[src/rtl/cayde_pkg.sv]
// Shared types for the cayde decode stage: opcodes, ALU operation codes and the
// control bundle handed from decode to execute.
package cayde_pkg;

    typedef enum logic [6:0] {
        OPC_OP     = 7'b0110011,
        OPC_OP_IMM = 7'b0010011
    } opcode_e;

    typedef enum logic [6:0] {
        ALU_ADD    = 7'd0,
        ALU_SUB    = 7'd1,
        ALU_XOR    = 7'd2,
        ALU_AND    = 7'd3,
        ALU_OR     = 7'd4,
        ALU_SLL    = 7'd5,
        ALU_SLT    = 7'd6,
        ALU_SLTU   = 7'd7,
        ALU_SRL    = 7'd8,
        ALU_SRA    = 7'd9,
        ALU_MUL    = 7'd10,
        ALU_MULH   = 7'd11,
        ALU_MULHSU = 7'd12,
        ALU_MULHU  = 7'd13,
        ALU_DIV    = 7'd14,
        ALU_DIVU   = 7'd15,
        ALU_REM    = 7'd16,
        ALU_REMU   = 7'd17
    } alu_op_e;

    // Immediate travels beside the bundle so its width can follow XLEN.
    typedef struct packed {
        alu_op_e    alu_op;
        logic [4:0] rs1;
        logic [4:0] rs2;
        logic [4:0] rd;
        logic       use_imm;
        logic       illegal;
    } decode_bundle_t;

    localparam decode_bundle_t BUNDLE_RESET = '{
        alu_op: ALU_ADD, rs1: '0, rs2: '0, rd: '0, use_imm: 1'b0, illegal: 1'b0
    };

    function automatic alu_op_e m_op(input logic [2:0] funct3);
        case (funct3)
            3'b000:  return ALU_MUL;
            3'b001:  return ALU_MULH;
            3'b010:  return ALU_MULHSU;
            3'b011:  return ALU_MULHU;
            3'b100:  return ALU_DIV;
            3'b101:  return ALU_DIVU;
            3'b110:  return ALU_REM;
            default: return ALU_REMU;
        endcase
    endfunction

endpackage

[src/rtl/cayde_decode_comb.sv]
// Combinational OP / OP-IMM (+ optional M) decoder: instruction word to control
// bundle and XLEN-wide immediate.
module cayde_decode_comb
    import cayde_pkg::*;
#(
    parameter int unsigned XLEN    = 32,
    parameter bit          EN_MEXT = 1'b1
) (
    input  logic [31:0]     instr,
    output decode_bundle_t  bundle,
    output logic [XLEN-1:0] imm
);

    localparam int unsigned SHAMT_W = $clog2(XLEN);

    logic [6:0]         funct7;
    logic [2:0]         funct3;
    logic [SHAMT_W-1:0] shamt;
    logic               sh_hi_zero;
    logic               sh_hi_sra;

    always_comb begin
        funct7     = instr[31:25];
        funct3     = instr[14:12];
        shamt      = instr[20 +: SHAMT_W];
        sh_hi_zero = (instr[31:20+SHAMT_W] == '0);
        sh_hi_sra  = (instr[31:26] == 6'b010000) && ((XLEN == 64) || !instr[25]);

        bundle.alu_op  = ALU_ADD;
        bundle.rs1     = instr[19:15];
        bundle.rs2     = instr[24:20];
        bundle.rd      = instr[11:7];
        bundle.use_imm = 1'b0;
        bundle.illegal = 1'b0;
        imm            = '0;

        case (instr[6:0])
            OPC_OP: begin
                case ({funct7, funct3})
                    10'b0000000_000: bundle.alu_op = ALU_ADD;
                    10'b0100000_000: bundle.alu_op = ALU_SUB;
                    10'b0000000_100: bundle.alu_op = ALU_XOR;
                    10'b0000000_111: bundle.alu_op = ALU_AND;
                    10'b0000000_110: bundle.alu_op = ALU_OR;
                    10'b0000000_001: bundle.alu_op = ALU_SLL;
                    10'b0000000_010: bundle.alu_op = ALU_SLT;
                    10'b0000000_011: bundle.alu_op = ALU_SLTU;
                    10'b0000000_101: bundle.alu_op = ALU_SRL;
                    10'b0100000_101: bundle.alu_op = ALU_SRA;
                    default: begin
                        if (EN_MEXT && funct7 == 7'b0000001) bundle.alu_op = m_op(funct3);
                        else                                 bundle.illegal = 1'b1;
                    end
                endcase
            end
            OPC_OP_IMM: begin
                bundle.use_imm = 1'b1;
                bundle.rs2     = '0;
                imm            = XLEN'($signed(instr[31:20]));
                case (funct3)
                    3'b000: bundle.alu_op = ALU_ADD;
                    3'b010: bundle.alu_op = ALU_SLT;
                    3'b011: bundle.alu_op = ALU_SLTU;
                    3'b100: bundle.alu_op = ALU_XOR;
                    3'b110: bundle.alu_op = ALU_OR;
                    3'b111: bundle.alu_op = ALU_AND;
                    3'b001: begin
                        bundle.alu_op  = ALU_SLL;
                        bundle.illegal = !sh_hi_zero;
                        imm            = XLEN'(shamt);
                    end
                    default: begin
                        imm = XLEN'(shamt);
                        if (sh_hi_zero)     bundle.alu_op  = ALU_SRL;
                        else if (sh_hi_sra) bundle.alu_op  = ALU_SRA;
                        else                bundle.illegal = 1'b1;
                    end
                endcase
            end
            default: bundle.illegal = 1'b1;
        endcase

        if (bundle.illegal) begin
            bundle.alu_op  = ALU_ADD;
            bundle.rd      = '0;
            bundle.use_imm = 1'b0;
            imm            = '0;
        end
    end

endmodule

[src/rtl/cayde_decode_stage.sv]
// Registered decode stage: combinational decode into a 2-entry skid buffer
// (output register + skid register) with a saturating illegal-instruction counter.
module cayde_decode_stage
    import cayde_pkg::*;
#(
    parameter int unsigned XLEN     = 32,
    parameter bit          EN_MEXT  = 1'b1,
    parameter int unsigned ALU_OP_W = 7,
    parameter int unsigned CNT_W    = 16
) (
    input  logic                clk,
    input  logic                rst_n,
    input  logic                in_valid,
    output logic                in_ready,
    input  logic [31:0]         instr_in,
    output logic                out_valid,
    input  logic                out_ready,
    output logic [ALU_OP_W-1:0] alu_op,
    output logic [4:0]          rs1,
    output logic [4:0]          rs2,
    output logic [4:0]          rd,
    output logic [XLEN-1:0]     imm,
    output logic                use_imm,
    output logic                illegal,
    output logic [CNT_W-1:0]    illegal_cnt
);

    decode_bundle_t  dec_b, out_b, skid_b;
    logic [XLEN-1:0] dec_imm, out_imm, skid_imm;
    logic            out_v, skid_v;
    logic            accept;

    cayde_decode_comb #(
        .XLEN    (XLEN),
        .EN_MEXT (EN_MEXT)
    ) u_dec (
        .instr  (instr_in),
        .bundle (dec_b),
        .imm    (dec_imm)
    );

    assign accept = in_valid && !skid_v;

    // The skid entry only ever fills while the output register is full and
    // stalled, so draining it never coincides with an accept.
    always_ff @(posedge clk or negedge rst_n) begin
        if (!rst_n) begin
            out_v       <= 1'b0;
            skid_v      <= 1'b0;
            out_b       <= BUNDLE_RESET;
            skid_b      <= BUNDLE_RESET;
            out_imm     <= '0;
            skid_imm    <= '0;
            illegal_cnt <= '0;
        end else begin
            if (!out_v || out_ready) begin
                if (skid_v) begin
                    out_b   <= skid_b;
                    out_imm <= skid_imm;
                    out_v   <= 1'b1;
                    skid_v  <= 1'b0;
                end else if (accept) begin
                    out_b   <= dec_b;
                    out_imm <= dec_imm;
                    out_v   <= 1'b1;
                end else begin
                    out_v   <= 1'b0;
                end
            end else if (accept) begin
                skid_b   <= dec_b;
                skid_imm <= dec_imm;
                skid_v   <= 1'b1;
            end

            if (accept && dec_b.illegal && illegal_cnt != '1)
                illegal_cnt <= illegal_cnt + 1'b1;
        end
    end

    assign in_ready  = !skid_v;
    assign out_valid = out_v;
    assign alu_op    = ALU_OP_W'(out_b.alu_op);
    assign rs1       = out_b.rs1;
    assign rs2       = out_b.rs2;
    assign rd        = out_b.rd;
    assign imm       = out_imm;
    assign use_imm   = out_b.use_imm;
    assign illegal   = out_b.illegal;

endmodule

[config.mk]
export PLATFORM = sky130hd
export DESIGN_NAME = cayde_decode_stage
export DESIGN_NICKNAME = d
export VERILOG_FILES = /design/src/rtl/cayde_pkg.sv /design/src/rtl/cayde_decode_comb.sv /design/src/rtl/cayde_decode_stage.sv
export SDC_FILE = /design/constraint.sdc
export NUM_CORES = 1
export LEC_CHECK = 0
export CORE_ASPECT_RATIO = 1.75
export CORE_MARGIN = 3
export CORE_UTILIZATION = 54
export CTS_BUF_LIST = sky130_fd_sc_hd__clkbuf_4 sky130_fd_sc_hd__clkbuf_8
export DETAILED_ROUTE_END_ITERATION = 8
export PLACE_DENSITY = 0.87
export SYNTH_ARGS = -nofsm -noshare
export SYNTH_HDL_FRONTEND = slang
export SYNTH_SLANG_ARGS = --single-unit
export TNS_END_PERCENT = 5
[constraint.sdc]
create_clock -name clk -period 4.1 [get_ports clk]
set_input_delay 1.23 -clock clk [delete_from_list [all_inputs] [get_ports clk]]
set_output_delay 1.23 -clock clk [all_outputs]
set_load 0.01 [all_outputs]
======== Word level (Yosys, flattened, before mapping) ========
Cells that the tools add are included.
cells by class
  bitwise logic cells ..................... 1
  reduce and logical (&&, ||, !) cells .... 18
  eq/ne operators ......................... 21
  add/sub/neg operators ................... 1
  mux-type cells .......................... 28
operators by type and width
  cell                   count
  $mux 32                5
  $pmux 7 s10            1
  $pmux 7 s7             1
  $mux 24                2
  $eq 10x3->1 const B    4
  $pmux 5 s7             1
  $eq 10x2->1 const B    2
  $eq 10x9->1 const B    2
  $add 16x1->16 const B  1
  $ne 16x16->1 const B   1
  $mux 7                 2
  $pmux 7 s2             1
  $eq 3x3->1 const B     4
  $eq 10x1->1 const B    1
  $logic_not 10->1       1
  $reduce_or 10->1       1
  $mux 1                 9
  $mux 4                 2
  $eq 7x1->1 const B     1
  $eq 7x5->1 const B     1
  $eq 7x6->1 const B     1
  $logic_not 7->1        1
  $eq 3x2->1 const B     2
  $eq 6x5->1 const B     1
  12 further kinds       21
storage, ports and cells
  bits in registers ....................... 130
  word-level logic and storage cells ...... 86

======== Longest topological paths before layout ========
  word-level depth ........................ 9
  gate-level depth with buffers ........... 7
  gate-level depth less buffers ........... 6

======== Cells and area by module ========
Synthesis repeated with hierarchy kept, for this count alone.
unflattened totals
  cells, all modules ...................... 558
  area total of the unflattened synthesis .. 6314.8 sq um
by module, submodules not included
  module              instances  area each (sq um)  cells an instance
  cayde_decode_stage  1          5499.0             449
  cayde_decode_comb   1          815.8              109

======== Worst setup path after synthesis ========
OpenSTA, ideal clock, no wires.
  path type ............................... input-to-reg
  start point ............................. input port instr_in[6]
  end point ............................... register illegal_cnt[15]
  library setup time ...................... 128 ps
  data arrival time ....................... 3026 ps
  data required time ...................... 3972 ps
  stages .................................. 6
  buffers on the path ..................... 1
  path slack .............................. 946 ps
  path through ............................ or4b_1 > clkbuf_2 > or4_4 > a2bb2oi_2 > nand4_1 > mux2_1
between the ends
  longest elaborated chain between the ends .. 4
  elaborated cells on any way between the ends .. 5
RTL lines
  what                                      line                      RTL
  start: declaration                        cayde_decode_stage.sv:15  input logic [31:0] instr_in,
  $eq 7x5->1 or $eq 7x6->1 (tied branches)  cayde_decode_comb.sv:37   case (instr[6:0])
  $pmux 1 s2 *                              cayde_decode_comb.sv:37
  $logic_and 1x1->1 * (2 in a row)          cayde_decode_stage.sv:75  if (accept && dec_b.illegal && illegal_cnt != '1)
  end signal: assignment                    cayde_decode_stage.sv:76  illegal_cnt <= illegal_cnt + 1'b1;
  end: declaration                          cayde_decode_stage.sv:25  output logic [CNT_W-1:0] illegal_cnt
Every way passes the cells marked *; elsewhere a longest branch is shown, timed or not.
A chain may end at the register's enable or synchronous reset.

======== Worst setup path in the final report ========
  start point ............................. input port instr_in[6]
  end point ............................... register illegal_cnt[6]
The elaborated chain is that of the path after synthesis.

==> results_dict.tcl <==
set metrics [dict create \
    slowest_stage "or4b_1" \
    post_cts_buffers 0 \
    worst_setup_path_start_kind "input pin" \
    drcViolationCount 0 \
    synth_cells 453 \
    fin_skew_ns 0.00441 \
    slew_violations 0 \
    clock_power_share 0.248 \
    worst_slew_margin_rel 0.221 \
    ys_async_sr_fraction 1.00 \
    ctsResizeCount 0 \
    maxCapViolations 0 \
    end_kind "flop" \
    finalWorstSetupSlack_ns 0.634 \
    rsz0062_at_grt "no" \
    grt_pass1_wl_um 16500 \
    critPathTopFamily "simple AND/OR/NAND/NOR gates" \
    antenna_found_initial 0 \
    ys.warnings.count 0 \
    ant_nets 0 \
    p_seq_frac 0.492 \
    finalCritPeriodShare 0.845 \
    first_pass_iters 4 \
    r2r_start "illegal_cnt[0]$_DFFE_PN0P_" \
    vias_per_cell 5.73 \
    hold_path_class "reg -> reg" \
    critical_path_class "in -> reg" \
    synth_edf_count 0 \
    leakage_nw 2.20 \
    place_congestion 0.875 \
    fin_area_sq_mm 0.00535 \
    drt_wl_total_um 10100 \
    htreeDepth 3 \
    drt_iter0_drc 319 \
    io_buffer_count 107 \
    dpl_cell_area_sq_mm 0.00518 \
    finalSetupTns_ns 0 \
    start_util 0.557 \
    num_vias 3558 \
    synth_top_flop_cell "dfrtp_1" \
    synth_area_per_cell_sq_um 9.31 \
    p_sw_w 0.000628 \
    dieWidth_um 72.8 \
    worst-path-buf-inv 1 \
    grt_overflow 0 \
    die_area_sq_mm 0.00895 \
    power_density_mw_per_mm2 395 \
    worst-endpoint-required_ns 4.32 \
    max_stage_delay_ns 0.69 \
    ys_seq_area_frac 0.510 \
    post-route-util 0.707 \
    cts_tree "yes" \
    diodes 0 \
    final_net_count 566 \
    internal_power_w 0.00149 \
    final_layout_size_suffix_gt1_frac 0.0713 \
    die_h_um 123 \
    max-vdd-ir-drop_v 0.000406 \
    comb_power_share 0.260 \
    tightest_slew_ns 1.17 \
    grt_pass1_vias 3562 \
    cts-root-buf "clkbuf_8" \
    coreArea_sq_mm 0.00757 \
    final_cell_mix "clkdlybuf4s50_1 (106), dfrtp_1 (86), nand2_1 (71), o21ai_0 (43), nor2_1 (35)" \
    final_common_cell "clkdlybuf4s50_1" \
    pre_cts_ws_ns 0.265 \
    pin_count 110 \
    hold_viol_final 0 \
    syn_area_sq_mm 0.00422 \
    status "completed" \
    area_growth_pct 26.8 \
    finalPower_w 0.00211 \
    cts.clk_slew.worst_paths_ns 0.08 \
    wire_per_inst_um 16.2 \
    crit_arrival_ns 3.69 \
    cts_hold_buffers 0 \
    period_minus_slack_ns 3.47 \
    switching_share 0.297 \
    clk_latency_ns 0.35 \
    track_usage 0.238 \
    dp_hpwl_um 7090 \
    clock_sinks 86 \
    crit_chain "clkdlybuf4s50_1 -> or4b_1 -> or4_4 -> o2bb2ai_2 -> nor4b_1 -> xor2_1" \
    path_max_fanout 13 \
    synthDistinctLibCells 52 \
    grt_max_degree 87 \
    startpoint "instr_in[6]" \
    synth-seq-cells 86 \
    rows 42 \
    min_from "skid_b[7]$_DFFE_PN0P_" \
    clockBufferDepth 2 \
    setup_viol 0 \
    cts_made_buffers 9 \
    maxClockFrequency_ghz 0.288 \
]
==> worst register-to-register path: stages, from the launching register on <==
cell,delay [ns]
dfrtp_1,0.42
ha_1,0.22
nand4_1,0.27
or4_1,0.76
nand3_2,0.18
mux2_1,0.33
==> flip-flops by register name (all words and copies together), names as in the netlist <==
register	cells
skid_b	22
illegal_cnt	16
imm	12
skid_imm	12
alu_op	5
rd	5
rs1	5
rs2	5
illegal	1
out_valid	1
skid_v	1
use_imm	1
==> cells in the mapped netlist (4+ instances only) <==
| cell | number | area (sq um) |
|---|---|---|
| nor3_1 | 6 | 30.0 |
| clkbuf_1 | 23 | 86.3 |
| o21ai_1 | 12 | 60.1 |
| and3_1 | 10 | 62.6 |
| a31oi_1 | 8 | 50.1 |
| nor4b_1 | 4 | 35.0 |
| xnor2_1 | 11 | 96.3 |
| o21ai_0 | 44 | 220 |
| mux2i_1 | 5 | 50.1 |
| a21oi_1 | 15 | 75.1 |
| a211oi_1 | 5 | 37.5 |
| nand4_1 | 11 | 68.8 |
| dfrtp_1 | 86 | 2150 |
| mux2_2 | 5 | 56.3 |
| nand2_1 | 72 | 270 |
| nand2b_1 | 4 | 25.0 |
| buf_4 | 22 | 165 |
| nor2_1 | 36 | 135 |
| nor2b_1 | 5 | 31.3 |
| nand3_1 | 20 | 100 |
| xor2_1 | 4 | 35.0 |
| o21a_1 | 7 | 52.6 |
==> layout make-up <==
type | count | area, sq um
inverters | 2 | 7.51
multi-input cells | 316 | 1790
flip-flops and latches | 86 | 2150
fillers | 608 | 2220
clock inverters | 4 | 23.8
well taps | 88 | 110
clock buffers | 11 | 145
repair buffers | 114 | 1120
==> path summary, 6_finish.rpt <==
path / to / slack [ns] / cells after the start
min in group asynchronous: skid_b[5]$_DFFE_PN0P_ / 1.05 / 1
max in group asynchronous: imm[9]$_DFFE_PN0P_ / 2.35 / 1
min reg2reg: skid_b[7]$_DFFE_PN0P_ / 0.49 / 2
max: illegal_cnt[6]$_DFFE_PN0P_ / 0.63 / 6
min: skid_b[7]$_DFFE_PN0P_ / 0.49 / 2
max reg2reg: illegal_cnt[1]$_DFFE_PN0P_ / 1.81 / 5
==> stage by stage <==
| step | hold slack, ns | cells |
|---|---|---|
| after floorplan | 0.441 | 454 |
| after global placement | 0.456 | 606 |
| after detailed placement | 0.469 | 606 |
| after CTS | 0.488 | 621 |
| after global routing | 0.498 | 621 |
| final | 0.486 | 621 |
==> power groups by stage <==
| stage | clock network (W) | registers, W | logic (W) |
|---|---|---|---|
| 5_1_grt | 0.000569 | 0.00106 | 0.000601 |
| 3_5_place_dp | 0 | 0.00106 | 0.000554 |
| 3_3_place_gp | 0 | 0.00105 | 0.000539 |
| 6_report | 0.000524 | 0.00104 | 0.000550 |
| 2_1_floorplan | 0 | 0.00108 | 0.000244 |
| 4_1_cts | 0.000535 | 0.00104 | 0.000557 |
==> cells by family (layout without fill, tap and decap cells) <==
kind of cell               after synthesis  count (layout)  share of synthesized area
DFF                                     86              86                      0.510
and+or+nand+nor                        180             180                      0.202
other                                    1               2                   0.000889
muxes                                   12              12                     0.0306
xor gates and xnor gates                15              15                     0.0311
adders and majority gates                1               1                    0.00297
AOI/OAI and AO/OA                      106             106                      0.154
buffers and inverters                   52             131                     0.0682
==> routing by layer <==
metal  GRT usage  wire length, um  part of all wire
met1       0.284             3830              0.38
met2       0.411             5470              0.54
met3      0.0407              614             0.061
met4       0.110              169             0.017
met5           0                0                 0
Note: power is estimated with default switching activity, not from simulation.
